**src/rtl/uart_baud_gen_frac.sv**
```systemverilog
// uart_baud_gen_frac
//
// Fractional-divider oversampling baud generator shared by the UART TX and RX.
// One prescaler produces an oversample tick whose period alternates between
// div and div+1 clk cycles. A FRAC_W-bit phase accumulator decides which
// periods get the extra cycle, so the long-run average is div + frac/2^FRAC_W.
// Two phase counters derive the TX bit-boundary strobe and the RX mid-bit
// strobe from the oversample tick. The RX phase can be re-aligned by the
// receiver's start-bit detector.
//
// Ports:
//   clk          system clock
//   rst_n        asynchronous, active-low reset
//   div_int      integer part of the oversample period (clk cycles)
//   div_frac     fractional part of the oversample period (1/2^FRAC_W cycle)
//   cfg_load     pulse: copy div_int/div_frac into the active divisor, restart
//   tx_en        level: enable TX timing
//   rx_en        level: enable RX timing
//   rx_sync      pulse: start-bit detected, restart RX phase
//   ovs_tick     oversample strobe (1 cycle)
//   tx_bit_tick  TX bit-boundary strobe (1 cycle)
//   rx_mid_tick  RX mid-bit sample strobe (1 cycle)
//   cfg_err      level: active integer divisor is below 2, generator halted

module uart_baud_gen_frac #(
  parameter int unsigned DIV_W    = 16,
  parameter int unsigned FRAC_W   = 4,
  parameter int unsigned OVS      = 16,
  parameter int unsigned DEF_DIV  = 78,
  parameter int unsigned DEF_FRAC = 2
) (
  input  logic              clk,
  input  logic              rst_n,
  input  logic [DIV_W-1:0]  div_int,
  input  logic [FRAC_W-1:0] div_frac,
  input  logic              cfg_load,
  input  logic              tx_en,
  input  logic              rx_en,
  input  logic              rx_sync,
  output logic              ovs_tick,
  output logic              tx_bit_tick,
  output logic              rx_mid_tick,
  output logic              cfg_err
);

  localparam int unsigned PH_W = $clog2(OVS);
  localparam logic [PH_W-1:0]   PH_LAST   = PH_W'(OVS - 1);
  localparam logic [PH_W-1:0]   PH_MID_M1 = PH_W'(OVS / 2 - 1);
  localparam logic [DIV_W-1:0]  DEF_DIV_V  = DIV_W'(DEF_DIV);
  localparam logic [FRAC_W-1:0] DEF_FRAC_V = FRAC_W'(DEF_FRAC);
  localparam logic              DEF_ERR    = (DEF_DIV < 2);

  logic [DIV_W-1:0]  div_q,   div_d;
  logic [FRAC_W-1:0] frac_q,  frac_d;
  logic              err_q,   err_d;
  logic [DIV_W-1:0]  pcnt_q,  pcnt_d;
  logic [FRAC_W-1:0] acc_q,   acc_d;
  logic              carry_q, carry_d;
  logic [PH_W-1:0]   tx_ph_q, tx_ph_d;
  logic [PH_W-1:0]   rx_ph_q, rx_ph_d;
  logic              ovs_tick_q, ovs_tick_d;
  logic              tx_tick_q,  tx_tick_d;
  logic              rx_tick_q,  rx_tick_d;

  logic              run;
  logic              wrap;
  logic [DIV_W:0]    limit;
  logic [DIV_W:0]    limit_m1;
  logic [FRAC_W:0]   acc_sum;

  // Period length is div + carry, which can reach 2^DIV_W, so the terminal
  // count is formed one bit wider than pcnt.
  always_comb begin
    run      = (tx_en | rx_en) & ~err_q;
    limit    = {1'b0, div_q} + (DIV_W + 1)'(carry_q);
    limit_m1 = limit - (DIV_W + 1)'(1);
    wrap     = run & ({1'b0, pcnt_q} == limit_m1);
    acc_sum  = {1'b0, acc_q} + {1'b0, frac_q};
  end

  // Next-state logic. cfg_load outranks everything: it restarts all counters
  // and swallows any wrap on the same edge. rx_sync outranks a coincident
  // wrap for the RX phase only; the oversample tick still fires.
  always_comb begin
    div_d      = div_q;
    frac_d     = frac_q;
    err_d      = err_q;
    pcnt_d     = pcnt_q;
    acc_d      = acc_q;
    carry_d    = carry_q;
    tx_ph_d    = tx_ph_q;
    rx_ph_d    = rx_ph_q;
    ovs_tick_d = 1'b0;
    tx_tick_d  = 1'b0;
    rx_tick_d  = 1'b0;

    if (cfg_load) begin
      div_d   = div_int;
      frac_d  = div_frac;
      err_d   = (div_int < DIV_W'(2));
      pcnt_d  = '0;
      acc_d   = '0;
      carry_d = 1'b0;
      tx_ph_d = '0;
      rx_ph_d = '0;
    end else begin
      // Carry is dropped while idle so the first period after enable is div.
      if (!run) begin
        pcnt_d  = '0;
        acc_d   = '0;
        carry_d = 1'b0;
      end else if (wrap) begin
        pcnt_d     = '0;
        acc_d      = acc_sum[FRAC_W-1:0];
        carry_d    = acc_sum[FRAC_W];
        ovs_tick_d = 1'b1;
      end else begin
        pcnt_d = pcnt_q + DIV_W'(1);
      end

      if (!tx_en) begin
        tx_ph_d = '0;
      end else if (wrap) begin
        tx_ph_d   = tx_ph_q + PH_W'(1);
        tx_tick_d = (tx_ph_q == PH_LAST);
      end

      if (!rx_en || rx_sync) begin
        rx_ph_d = '0;
      end else if (wrap) begin
        rx_ph_d   = rx_ph_q + PH_W'(1);
        rx_tick_d = (rx_ph_q == PH_MID_M1);
      end
    end
  end

  // State register; reset restores the default divisor and clears the rest.
  always_ff @(posedge clk or negedge rst_n) begin
    if (!rst_n) begin
      div_q      <= DEF_DIV_V;
      frac_q     <= DEF_FRAC_V;
      err_q      <= DEF_ERR;
      pcnt_q     <= '0;
      acc_q      <= '0;
      carry_q    <= 1'b0;
      tx_ph_q    <= '0;
      rx_ph_q    <= '0;
      ovs_tick_q <= 1'b0;
      tx_tick_q  <= 1'b0;
      rx_tick_q  <= 1'b0;
    end else begin
      div_q      <= div_d;
      frac_q     <= frac_d;
      err_q      <= err_d;
      pcnt_q     <= pcnt_d;
      acc_q      <= acc_d;
      carry_q    <= carry_d;
      tx_ph_q    <= tx_ph_d;
      rx_ph_q    <= rx_ph_d;
      ovs_tick_q <= ovs_tick_d;
      tx_tick_q  <= tx_tick_d;
      rx_tick_q  <= rx_tick_d;
    end
  end

  assign ovs_tick    = ovs_tick_q;
  assign tx_bit_tick = tx_tick_q;
  assign rx_mid_tick = rx_tick_q;
  assign cfg_err     = err_q;

endmodule

```
**config.mk**
```make
export PLATFORM = sky130hd
export DESIGN_NAME = uart_baud_gen_frac
export DESIGN_NICKNAME = d
export VERILOG_FILES = /design/src/rtl/uart_baud_gen_frac.sv
export SDC_FILE = /design/constraint.sdc
export NUM_CORES = 1
export LEC_CHECK = 0
export ABC_AREA = 1
export BUFFER_PORTS_ARGS = -buffer_cell sky130_fd_sc_hd__buf_2
export CAP_MARGIN = 40
export CORE_UTILIZATION = 40
export DETAILED_ROUTE_END_ITERATION = 8
export HOLD_SLACK_MARGIN = 0.05
export PLACE_DENSITY = 0.67
export SLEW_MARGIN = 20
export SYNTH_ARGS = -nofsm -noshare
export SYNTH_HDL_FRONTEND = slang
export SYNTH_SLANG_ARGS = --single-unit
export TNS_END_PERCENT = 100
```
**constraint.sdc**
```tcl
create_clock -name clk -period 2.5 [get_ports clk]
set_input_delay 0.25 -clock clk [delete_from_list [all_inputs] [get_ports clk]]
set_output_delay 0.25 -clock clk [all_outputs]
set_load 0.005 [all_outputs]
```
==> results.md <==
- DP HPWL: 6540 um
- Adder-cell share of the synthesized area: 0.0374
- Post-synthesis mux area share: 0
- Synthesis-to-finish area growth: 10.8%
- Slew headroom: 0.643
- Post-synthesis compound-gate area fraction: 0.0360
- # IOs: 30
- Initial Utilization: 0.411
- Syn Inst Count: 488
- Final setup fails: 0
- Main flop type after synthesis: dfrtp_1
- Num CTS Buffers: 5
- Port Buffers: 29
- Root Driver: clkbuf_8
- Register clock-pin slew on the reported worst setup and hold paths: 0.10 ns
- Cell area after layout: slightly below 4000 um^2
- Core area: 8640 um^2
- Die height: 96.2 um
- Initial drt markers: 173
- Post-synth top area share: 0.338
- Via count: 3,182
- Pwr dens: 453 nW/um^2
- Post-layout min period: approximately 2.3 ns
- Vias in the first global route: approximately 3,000
- CP max stage delay: approximately 0.38 ns
- RSZ-0062 raised after global routing: false
- Clock net sink count: 53
- XOR/XNOR Fraction of Synth Area: 0.0582
- GPL Wtd Cong: 0.886
- Core Rows: 34
- Maxcap violations: 0
- Syn nets: 524
- Avg Synthesized Cell Area: 7.27 um^2
- Simple-gate share of the synthesized area: 0.411
- Post-layout util: 0.455
- Post-synth EDFFs: 0
- Yosys warnings: 0
- Worst hold path type: primary input to register
- N_diodes: 0
- Congestion Overflow GR: 0
- Buf/Inv on CP: 3
- GRT Util Overall: 0.198
- Fillers: 865
- Sequential area share after synthesis: 0.375
- P_leak: 0.00204 uW
- Outcome: complete, no violations
- Final hold vios: 0
- TNS Setup: 0 ns
- Max clock buf depth: 2
- Clock skew: 0.0133 ns
- Placed cell count: 620
- Startpoint Class: register
- Most frequent cell after synthesis: nand2_1
- Netlist Area Pre-Place: 3550 um^2
- Clock Latency Late Sink: approximately 0.31 ns
- Register area: between 1000 and 1500 um^2
- Required @ worst endpoint: between 2 and 3 ns
- Synth top cells by count: 138 x nand2_1, 55 x inv_1, 54 x nor2_1, 48 x dfrtp_1, 41 x nand3_1
- Measured slew at the worst slew-check pin: 0.531 ns
- Critical Path AT: between 2 and 2.5 ns
- Synth area leaders: dfrtp_1 34%, nand2_1 15%, inv_1 5.8%, nand3_1 5.8%, nor2_1 5.7%
- Non-filler instance count after layout: 630
- Largest family of logic cells by synthesized area: simple AND/OR/NAND/NOR gates
- Async SR Flop Fraction: 1.00
- Global-route wire length before repair: 14,100 um
- Crit path max fanout: 13
- DR DRC count: 0
- Fmax: 438 MHz
- Drt pass-1 iters: 4
- Routed wire length: about 8500 um
- Largest delay share family, worst path: simple AND/OR/NAND/NOR gates
- CTS tree: done
- Cell variety after synth: 35
- FF-to-FF setup slack: ~0.22 ns
- Detail Route Antenna Nets: 0
- Final period util: 0.913
- Area of the multi-input gates: 1930 um^2
- CP max-delay cell: dfrtp_1
- #FFs+latches synth: 53
- Maximum vdd drop: roughly 0.32 mV
- Die X: 96.2 um
- Initial antenna violation count: 0
- Crit-path cells: inv_1, ha_1, ha_2, nand2_4, nor2_4, nand3_2, nand2_2, nand2_2, inv_1, nand2_1, nor2_1, nand3_2, buf_4, nand4_1, nand2_1
- Post-Place Cell Area: roughly 3800 um^2
- Critical path type: register to register
- Routed WL per cell: 13.5 um
- Die area: approximately 9300 um^2
- Synth area leader: dfrtp_1
- Final Net Count: about 560
- Critical Path End Type: register
- Via/cell ratio: ~5.1
- Share of layout cells above drive strength 1: 0.161
- Final Max Slew Viols: 0
- Largest net degree at the start of global routing: 37
- Number of H-tree levels: 2
==> flip-flops by register name (all words and copies together) (netlist names) <==
name	flops
carry_q	1
div_q	16
acc_q	4
rx_ph_q	4
tx_ph_q	4
rx_mid_tick	1
cfg_err	1
ovs_tick	1
tx_bit_tick	1
frac_q	4
pcnt_q	16
==> stage by stage <==
step           total power [uW]  worst slack [ns]  hold slack, ns
2_1_floorplan              1180             0.355         -0.0456
3_5_place_dp               1290            0.0795           0.209
5_1_grt                    1870            0.0377           0.136
3_3_place_gp               1280             0.186           0.197
6_report                   1780             0.217           0.136
4_1_cts                    1790            0.0739           0.133
==> kinds of logic (layout without fill, tap and decap cells) <==
kind of cell | after synthesis | count (layout)
adders and majority gates | 10 | 10
DFF | 53 | 53
and+or+nand+nor | 307 | 307
xor gates and xnor gates | 22 | 22
buffers and inverters | 71 | 105
AOI/OAI and AO/OA | 25 | 25
==> cells in the final DEF, fill, tap and decap left out, types with 4 or more instances in the layout <==
cell      count
ha_1          8
clkbuf_8      5
xnor2_1       4
nor2_1       54
xor2_1       17
nor2_4        4
o21ai_1       4
nor4_1        4
buf_2        29
nand3_1      41
dfstp_2       5
nand4_1      29
nand3b_1      5
nor2_2       18
dfrtp_1      48
inv_1        55
buf_4         7
o21ai_0      19
nand2_1     138
==> layout make-up <==
class                           count  share of cell area
Inverter                           59              0.0563
Sequential cell                    53               0.339
Clock inverter                      2             0.00382
Clock buffer                        6              0.0185
Multi-Input combinational cell    364               0.490
Timing Repair Buffer               38              0.0579
Tap cell                          108              0.0344
==> what timing repair did <==
action	in CTS	in global routing
hold buffers	1	0
hold endpoints to repair	12	0
gates resized for setup	0	1
endpoints found under the setup margin	0	17
buffers inserted	0	1
==> path summary, 6_finish.rpt <==
check / to / depth (start not counted) / start
min: frac_q[0] / 3 / div_frac[0]
max: tx_ph_q[1] / 15 / div_q[0]
min reg2reg: frac_q[3] / 2 / frac_q[3]
min in group asynchronous: div_q[4] / 2 / rst_n
max reg2reg: tx_ph_q[1] / 15 / div_q[0]
max in group asynchronous: div_q[6] / 3 / rst_n
==> layer usage <==
metal  vias to the layer above  global-route usage  wire length, um
met2                        68               0.337             3980
met3                        16              0.0308              388
met4                         0              0.0609              180
met1                      1470               0.257             3940
met5                         -                   0                0
li1                       1628                   -                -
==> power breakdown <==
group	internal [uW]	leakage, uW	switching, uW
Sequential	894	0.000694	36.7
Combinational	114	0.00131	231
Clock	198	0.0000374	304
Total	1210	0.00204	572
==> worst register-to-register path, delay by kind of cell, from the launching register on <==
kind | cells | cell delay (ns)
and+or+nand+nor | 10 | 1.03
buffers and inverters | 3 | 0.33
DFF | 1 | 0.38
adders and majority gates | 2 | 0.45
(Power assumes the default switching activity.)
